===== src/rtl/dsp_pkg.sv =====
// Shared DSP-path constants, word types and saturation limit helpers.
package dsp_pkg;

  localparam int unsigned IN_W  = 48;
  localparam int unsigned OUT_W = 18;

  typedef logic signed [IN_W-1:0]  p_word_t;
  typedef logic signed [OUT_W-1:0] out_word_t;

  // Largest value representable in a signed word of the given width.
  function automatic longint sat_max(input int unsigned width);
    return (longint'(1) <<< (width - 1)) - longint'(1);
  endfunction

  // Smallest value representable in a signed word of the given width.
  function automatic longint sat_min(input int unsigned width);
    return -(longint'(1) <<< (width - 1));
  endfunction

endpackage


===== src/rtl/dsp_post_round_sat_if.sv =====
// Stream signals between the DSP slice, the post stage and its consumer.
interface dsp_post_round_sat_if #(
  parameter int unsigned IN_W  = 48,
  parameter int unsigned OUT_W = 18
) ();

  logic [IN_W-1:0]  p_in;
  logic             p_valid;
  logic             p_ready;
  logic [OUT_W-1:0] out_data;
  logic             out_valid;
  logic             out_ready;

  // Stage view: receives P, produces the output stream.
  modport slave (
    input  p_in, p_valid, out_ready,
    output p_ready, out_data, out_valid
  );

  // Environment view: supplies P, consumes the output stream.
  modport master (
    output p_in, p_valid, out_ready,
    input  p_ready, out_data, out_valid
  );

endinterface


===== src/rtl/sync_fifo.sv =====
// Pointer-based synchronous FIFO with occupancy count; DEPTH must be a power of two.
module sync_fifo #(
  parameter int unsigned DEPTH = 4,
  parameter int unsigned WIDTH = 18
) (
  input  logic                     clk,
  input  logic                     rst,
  input  logic                     push_i,
  input  logic [WIDTH-1:0]         data_i,
  input  logic                     pop_i,
  output logic [WIDTH-1:0]         data_o,
  output logic [$clog2(DEPTH):0]   count_o,
  output logic                     full_o,
  output logic                     empty_o
);

  localparam int unsigned PtrW = $clog2(DEPTH);

  logic [WIDTH-1:0]  mem_q [DEPTH];
  logic [PtrW-1:0]   wr_ptr_q, rd_ptr_q;
  logic [PtrW:0]     count_q, count_d;
  logic              do_push, do_pop;

  // Handshake qualification and occupancy update.
  always_comb begin
    empty_o = (count_q == '0);
    full_o  = (count_q == (PtrW + 1)'(DEPTH));
    do_pop  = pop_i && !empty_o;
    do_push = push_i && (!full_o || do_pop);
    count_d = count_q;
    if (do_push && !do_pop) begin
      count_d = count_q + 1'b1;
    end else if (!do_push && do_pop) begin
      count_d = count_q - 1'b1;
    end
    // Empty FIFO presents zero rather than stale storage.
    data_o  = empty_o ? '0 : mem_q[rd_ptr_q];
    count_o = count_q;
  end

  // Pointers wrap naturally because DEPTH is a power of two.
  always_ff @(posedge clk or posedge rst) begin
    if (rst) begin
      wr_ptr_q <= '0;
      rd_ptr_q <= '0;
      count_q  <= '0;
    end else begin
      if (do_push) wr_ptr_q <= wr_ptr_q + 1'b1;
      if (do_pop)  rd_ptr_q <= rd_ptr_q + 1'b1;
      count_q <= count_d;
    end
  end

  // Storage array, no reset needed since reads are gated by empty.
  always_ff @(posedge clk) begin
    if (do_push) mem_q[wr_ptr_q] <= data_i;
  end

endmodule


===== src/rtl/dsp_post_round_sat.sv =====
// Post stage of the DSP slice: round/shift P, saturate to OUT_W, buffer, count saturations.
module dsp_post_round_sat #(
  parameter int unsigned IN_W     = dsp_pkg::IN_W,
  parameter int unsigned OUT_W    = dsp_pkg::OUT_W,
  parameter int unsigned SHIFT    = 12,
  parameter int unsigned ROUND_EN = 1,
  parameter int unsigned DEPTH    = 4
) (
  input  logic                clk,
  input  logic                rst,
  dsp_post_round_sat_if.slave bus,
  input  logic                clr_stat,
  output logic [15:0]         sat_cnt,
  output logic                sat_flag
);

  import dsp_pkg::*;

  localparam int unsigned CntW    = $clog2(DEPTH) + 1;
  localparam longint      SatMaxL = sat_max(OUT_W);
  localparam longint      SatMinL = sat_min(OUT_W);
  localparam logic signed [IN_W:0] SatMax = SatMaxL[IN_W:0];
  localparam logic signed [IN_W:0] SatMin = SatMinL[IN_W:0];
  localparam logic signed [IN_W:0] RoundAdd =
      (ROUND_EN != 0) ? ((IN_W + 1)'(1) << (SHIFT - 1)) : '0;

  logic signed [IN_W:0] p_ext, s1_d, s1_q;
  logic                 s1_valid_q, s2_valid_q;
  logic [OUT_W-1:0]     s2_data_d, s2_data_q;
  logic                 s2_sat_d, s2_sat_q;
  logic [CntW-1:0]      fifo_count;
  logic [CntW:0]        credit_used;
  logic                 fifo_full, fifo_empty, fifo_pop, accept;
  logic                 sat_event;
  logic [15:0]          sat_cnt_d, sat_cnt_q;
  logic                 sat_flag_d, sat_flag_q;

  // S1 arithmetic: the extra top bit keeps the rounding add from overflowing.
  always_comb begin
    p_ext = {bus.p_in[IN_W-1], bus.p_in};
    s1_d  = (p_ext + RoundAdd) >>> SHIFT;
  end

  // S2 clamp to the signed OUT_W range.
  always_comb begin
    s2_data_d = s1_q[OUT_W-1:0];
    s2_sat_d  = 1'b0;
    if (s1_q > SatMax) begin
      s2_data_d = SatMax[OUT_W-1:0];
      s2_sat_d  = 1'b1;
    end else if (s1_q < SatMin) begin
      s2_data_d = SatMin[OUT_W-1:0];
      s2_sat_d  = 1'b1;
    end
  end

  // Credit: every sample in flight or buffered holds a FIFO slot, so nothing can stall.
  always_comb begin
    credit_used = {1'b0, fifo_count} + {{CntW{1'b0}}, s1_valid_q}
                + {{CntW{1'b0}}, s2_valid_q};
    bus.p_ready = !fifo_full && (credit_used < (CntW + 1)'(DEPTH));
    accept      = bus.p_valid && bus.p_ready;
    fifo_pop    = bus.out_valid && bus.out_ready;
  end

  // Two-stage pipeline registers.
  always_ff @(posedge clk or posedge rst) begin
    if (rst) begin
      s1_valid_q <= 1'b0;
      s1_q       <= '0;
      s2_valid_q <= 1'b0;
      s2_data_q  <= '0;
      s2_sat_q   <= 1'b0;
    end else begin
      s1_valid_q <= accept;
      if (accept) s1_q <= s1_d;
      s2_valid_q <= s1_valid_q;
      s2_data_q  <= s2_data_d;
      s2_sat_q   <= s2_sat_d;
    end
  end

  sync_fifo #(
    .DEPTH (DEPTH),
    .WIDTH (OUT_W)
  ) u_fifo (
    .clk     (clk),
    .rst     (rst),
    .push_i  (s2_valid_q),
    .data_i  (s2_data_q),
    .pop_i   (fifo_pop),
    .data_o  (bus.out_data),
    .count_o (fifo_count),
    .full_o  (fifo_full),
    .empty_o (fifo_empty)
  );

  assign bus.out_valid = !fifo_empty;

  // Saturation statistics: clear takes effect first, then the same-cycle event counts.
  always_comb begin
    sat_event  = s2_valid_q && s2_sat_q;
    sat_cnt_d  = clr_stat ? 16'h0000 : sat_cnt_q;
    sat_flag_d = clr_stat ? 1'b0 : sat_flag_q;
    if (sat_event) begin
      sat_flag_d = 1'b1;
      if (sat_cnt_d != 16'hFFFF) sat_cnt_d = sat_cnt_d + 16'h0001;
    end
  end

  // Statistics registers.
  always_ff @(posedge clk or posedge rst) begin
    if (rst) begin
      sat_cnt_q  <= '0;
      sat_flag_q <= 1'b0;
    end else begin
      sat_cnt_q  <= sat_cnt_d;
      sat_flag_q <= sat_flag_d;
    end
  end

  assign sat_cnt  = sat_cnt_q;
  assign sat_flag = sat_flag_q;

endmodule


===== src/flat_wrapper.sv =====
// flat-port wrapper written by rule: the top's interface ports become plain ports
module dsp_post_round_sat_flat import dsp_pkg::*;
#(
  parameter int unsigned IN_W     = dsp_pkg::IN_W,
  parameter int unsigned OUT_W    = dsp_pkg::OUT_W,
  parameter int unsigned SHIFT    = 12,
  parameter int unsigned ROUND_EN = 1,
  parameter int unsigned DEPTH    = 4
)
  (clk, rst, clr_stat, sat_cnt, sat_flag, bus_p_in, bus_p_valid, bus_out_ready, bus_p_ready, bus_out_data, bus_out_valid);
  dsp_post_round_sat_if #(.IN_W(IN_W), .OUT_W(OUT_W)) bus_i ();
  input  logic clk;
  input  logic rst;
  input  logic clr_stat;
  output logic [15:0] sat_cnt;
  output logic sat_flag;
  input wire logic [$bits(bus_i.p_in)-1:0] bus_p_in;
  input wire logic [$bits(bus_i.p_valid)-1:0] bus_p_valid;
  input wire logic [$bits(bus_i.out_ready)-1:0] bus_out_ready;
  output wire logic [$bits(bus_i.p_ready)-1:0] bus_p_ready;
  output wire logic [$bits(bus_i.out_data)-1:0] bus_out_data;
  output wire logic [$bits(bus_i.out_valid)-1:0] bus_out_valid;
  assign bus_i.p_in = bus_p_in;
  assign bus_i.p_valid = bus_p_valid;
  assign bus_i.out_ready = bus_out_ready;
  assign bus_p_ready = bus_i.p_ready;
  assign bus_out_data = bus_i.out_data;
  assign bus_out_valid = bus_i.out_valid;
  dsp_post_round_sat #(.IN_W(IN_W), .OUT_W(OUT_W), .SHIFT(SHIFT), .ROUND_EN(ROUND_EN), .DEPTH(DEPTH)) u_core (.clk(clk), .rst(rst), .bus(bus_i), .clr_stat(clr_stat), .sat_cnt(sat_cnt), .sat_flag(sat_flag));
endmodule

===== config.mk =====
export PLATFORM = sky130hd
export DESIGN_NAME = dsp_post_round_sat_flat
export DESIGN_NICKNAME = d
export VERILOG_FILES = /design/src/rtl/dsp_pkg.sv /design/src/rtl/dsp_post_round_sat_if.sv /design/src/rtl/sync_fifo.sv /design/src/rtl/dsp_post_round_sat.sv /design/src/flat_wrapper.sv
export SDC_FILE = /design/constraint.sdc
export NUM_CORES = 1
export LEC_CHECK = 0
export CAP_MARGIN = 25
export CORE_ASPECT_RATIO = 0.7
export CORE_MARGIN = 2
export CORE_UTILIZATION = 31
export CTS_CLUSTER_SIZE = 24
export DETAILED_ROUTE_END_ITERATION = 12
export PLACE_DENSITY = 0.54
export SLEW_MARGIN = 20
export SYNTH_ARGS = -nofsm -noshare
export SYNTH_HDL_FRONTEND = slang
export SYNTH_SLANG_ARGS = --single-unit
export TNS_END_PERCENT = 10

===== constraint.sdc =====
create_clock -name clk -period 2.7 [get_ports clk]
set_input_delay 0.54 -clock clk [delete_from_list [all_inputs] [get_ports clk]]
set_output_delay 0.54 -clock clk [all_outputs]
set_load 0.05 [all_outputs]

==> key figures <==
Timing
  – Setup Viol. Count Final: 0
  – Fmax: 0.393 GHz
  – Worst slew pin tran: 851 ps
  – RSZ-0062 raised after global routing: false
  – Final Hold Fails: 0
  – Period utilisation layout: 94.2%
  – Setup Skew: 8.54 ps
  – Min Tclk post-route: 2540 ps
  – Final setup TNS: 0 ps
  – Final Max Tran Viols: 0
  – Fin worst setup slack: 157 ps
  – Rel. slew slack: 43.0%

Place
  – Port bufs: 78
  – Hpwl dp: 11900 um
  – Routability cong.: 0.851
  – Dpl ws: -99.7 ps
  – Placed cell count: 987

Yosys
  – Top_reg_cell synth: dfrtp_1
  – Gate count of the mapped netlist: 580
  – Syn Nets: 642
  – Mapped cell area: 7150 um2
  – XOR/XNOR Fraction of Synth Area: 2.94%
  – Ys async rst share: 53.2%
  – Synth Area in Compound Gates: 8.98%
  – Top post-synthesis cells by count: dfrtp_1 (82), edfxtp_1 (72), nand2_1 (35)
  – Flops & latches, synth: 154
  – Post-synth top area cell: edfxtp_1
  – Sequential share of the synthesized area: 58.9%
  – Post-synth EDFFs: 72
  – Simple-gate share of the synthesized area: 16.8%
  – Synth warn: 0
  – Mux contribution to synthesized area: 7.09%
  – Largest family of logic cells by synthesized area: simple AND/OR/NAND/NOR gates
  – Syn_area_per_cell: 12.3 um2
  – Area share of fa/ha/maj cells after synthesis: 1.68%
  – Top-count cell post-synth: dfrtp_1
  – Distinct cell type count after synthesis: 59
  – Top cell type's share of synthesized area: 30.2%
  – Largest cells by area after synthesis: edfxtp_1 (30%), dfrtp_1 (29%), mux4_2 (5.7%)

Die
  – Initial Util: 31.6%
  – Ports: 90
  – Die area: 24300 um2
  – Core box area: 22600 um2
  – Die Ht: 131 um
  – Die X-Extent: 186 um
  – Core Rows: 46

Route
  – Vias per cell: 4.99
  – DRT iter0 DRCs: 290
  – Final ANT Viol Nets: 0
  – DRC Markers: 0
  – Via count: 5085
  – Routed wire length: 16700 um
  – WL per Instance: 16.4 um
  – First-pass DRT Iterations: 5

Global routing
  – Congestion Overflow GR: 0
  – Global router's overall resource usage: 14.5%
  – Pin count of the biggest net entering global routing: 39
  – Number of global-route vias before repair: 5049
  – First-pass GRT wire length: 27000 um
  – Initial antenna violation count: 0

Finish
  – Diode count: 0
  – # nets final: 756
  – Fraction of layout cells with a size suffix above 1: 18.4%
  – Area Growth Syn to Fin: 27.2%
  – Final core utilization: 40.2%
  – Layout Cells excl Fill: 1019

Setup path
  – CP max FO: 15
  – Critical Path Slowest Stage Cell: or3_1
  – Crit start category: flop
  – Critical path required time: 2160 ps
  – CP arrival: 2000 ps
  – Crit-path cells: or3_1, buf_4, and2_1, buf_4
  – CP delay by family, top: simple AND/OR/NAND/NOR gates
  – WS Path Type: flop to output pin
  – CP Buf/Inv Count: 2
  – CP Capture Type: output pin
  – Crit path largest cell delay: 520 ps
  – Most Frequent Cell on Critical Path: buf_4

CTS
  – CTS Sinks: 154
  – Clock transition at path regs: 70 ps
  – Hold_buf cts: 0
  – CTS buffer count: 17
  – CTS tree: yes
  – Max Buffers Root-to-Sink: 2
  – H-tree levels: 4
  – Worst-Skew Late Latency: 420 ps
  – Root buf cell: clkbuf_16

Power
  – Lkg Pwr: 3.38 nW
  – VDD IR max: 0.642 mV
  – Power per Cell Area: 1030 nW/um2

Run
  – Max_cap viols: 0

Worst hold path
  – Hold Path Class: flop to flop

Status
  – Status: finished, final reports clean
[path summary, 6_finish.rpt]
| path | slack (ps) | cells past startpoint | end | startpoint |
|---|---|---|---|---|
| max in group asynchronous | 1530 | 3 | u_core.sat_cnt[13]$_DFF_PP0_ | rst |
| setup / recovery | 160 | 4 | bus_out_data[0] | u_core.u_fifo.count_o[0]$_DFFE_PP0P_ |
| setup reg to reg | 210 | 7 | u_core.s1_q[21]$_DFFE_PP0P_ | u_core.u_fifo.count_o[0]$_DFFE_PP0P_ |
| hold / removal | 410 | 0 | u_core.s2_valid_q$_DFF_PP0_ | u_core.s1_valid_q$_DFF_PP0_ |
| hold reg to reg | 410 | 0 | u_core.s2_valid_q$_DFF_PP0_ | u_core.s1_valid_q$_DFF_PP0_ |
| min in group asynchronous | 530 | 2 | u_core.s1_q[34]$_DFFE_PP0P_ | rst |
[placed cells by master, fill, tap and decap left out, types with 4 or more instances in the layout]
master           Yosys  routed
a21oi_1              6       6
a31oi_1             21      21
and2_1              24      24
and3_1               8       8
and4_1               9       9
buf_4                1      60
clkbuf_16            0      17
clkdlybuf4s50_1      0      58
dfrtp_1             82      82
edfxtp_1            72      72
ha_1                 8       8
inv_1               30      29
inv_6                0       5
inv_8                0       6
mux2_2               8       8
mux4_2              18      18
nand2_1             35      35
nand2b_1             5       5
nand3_1             20      20
nand4_1             20      20
nor2_1              30      30
nor2b_1             10      10
nor3_1               5       5
nor4_1               8       8
o21ai_0             33      33
o21ai_1              4       4
o31ai_1             16      16
or3_1                6       6
or4_1               18      18
xnor2_1             17      17
xor2_1               7       7
[cell families (layout without fill, tap and decap cells)]
kind of cell             Yosys count  after routing
AND/OR/NAND/NOR                  208            208
AO/OA/AOI/OAI                    100            100
adder cells (fa/ha/maj)            9              9
XOR/XNOR                          24             24
multiplexers                      27             27
flip-flops                       154            154
buffers and inverters             58            185
[stage by stage]
step | power, mW | hold WS [ps] | instance area (um2)
2_1_floorplan | 5.90 | 354 | 7150
3_3_place_gp | 6.98 | 392 | 8500
3_5_place_dp | 7.08 | 396 | 8500
4_1_cts | 9.51 | 416 | 9100
5_1_grt | 9.91 | 436 | 9100
6_report | 9.37 | 408 | 9100
[sequential cells by signal (all words and copies together), names as in the netlist, 2 cells and up]
| name | cells |
|---|---|
| u_core.s1_q | 37 |
| u_core.u_fifo.mem_q | 72 |
| u_core.s2_data_q | 18 |
| u_core.u_fifo.wr_ptr_q | 2 |
| u_core.u_fifo.count_o | 3 |
| u_core.sat_cnt | 16 |
| u_core.u_fifo.rd_ptr_q | 2 |
[cell type report]
type	instances	area, um2
fillers	2145	13500
flip-flops and latches	154	4210
multi-input cells	368	2680
repair buffers	122	1100
clock buffers	17	425
well taps	312	390
clock inverters	15	173
inverters	31	118
[per-layer routing]
metal | routed length [um] | GRT usage [%]
met5 | 0 | 0
met4 | 119 | 3.36
met3 | 725 | 3.84
met2 | 7520 | 22.0
met1 | 8350 | 20.9
[power by group]
group	leakage, nW	internal (mW)	total (mW)	switching [mW]
registers	1.61	3.25	3.64	0.390
logic	1.48	1.25	3.32	2.07
clock network	0.290	1.33	2.41	1.08
total	3.38	5.83	9.37	3.54
[repair_timing]
item / CTS / global route
buffers inserted: 0 / 0
gates resized for setup: 1 / 0
endpoints found under the setup margin: 1 / 0
No activity file was read; power rests on OpenSTA's default activity.
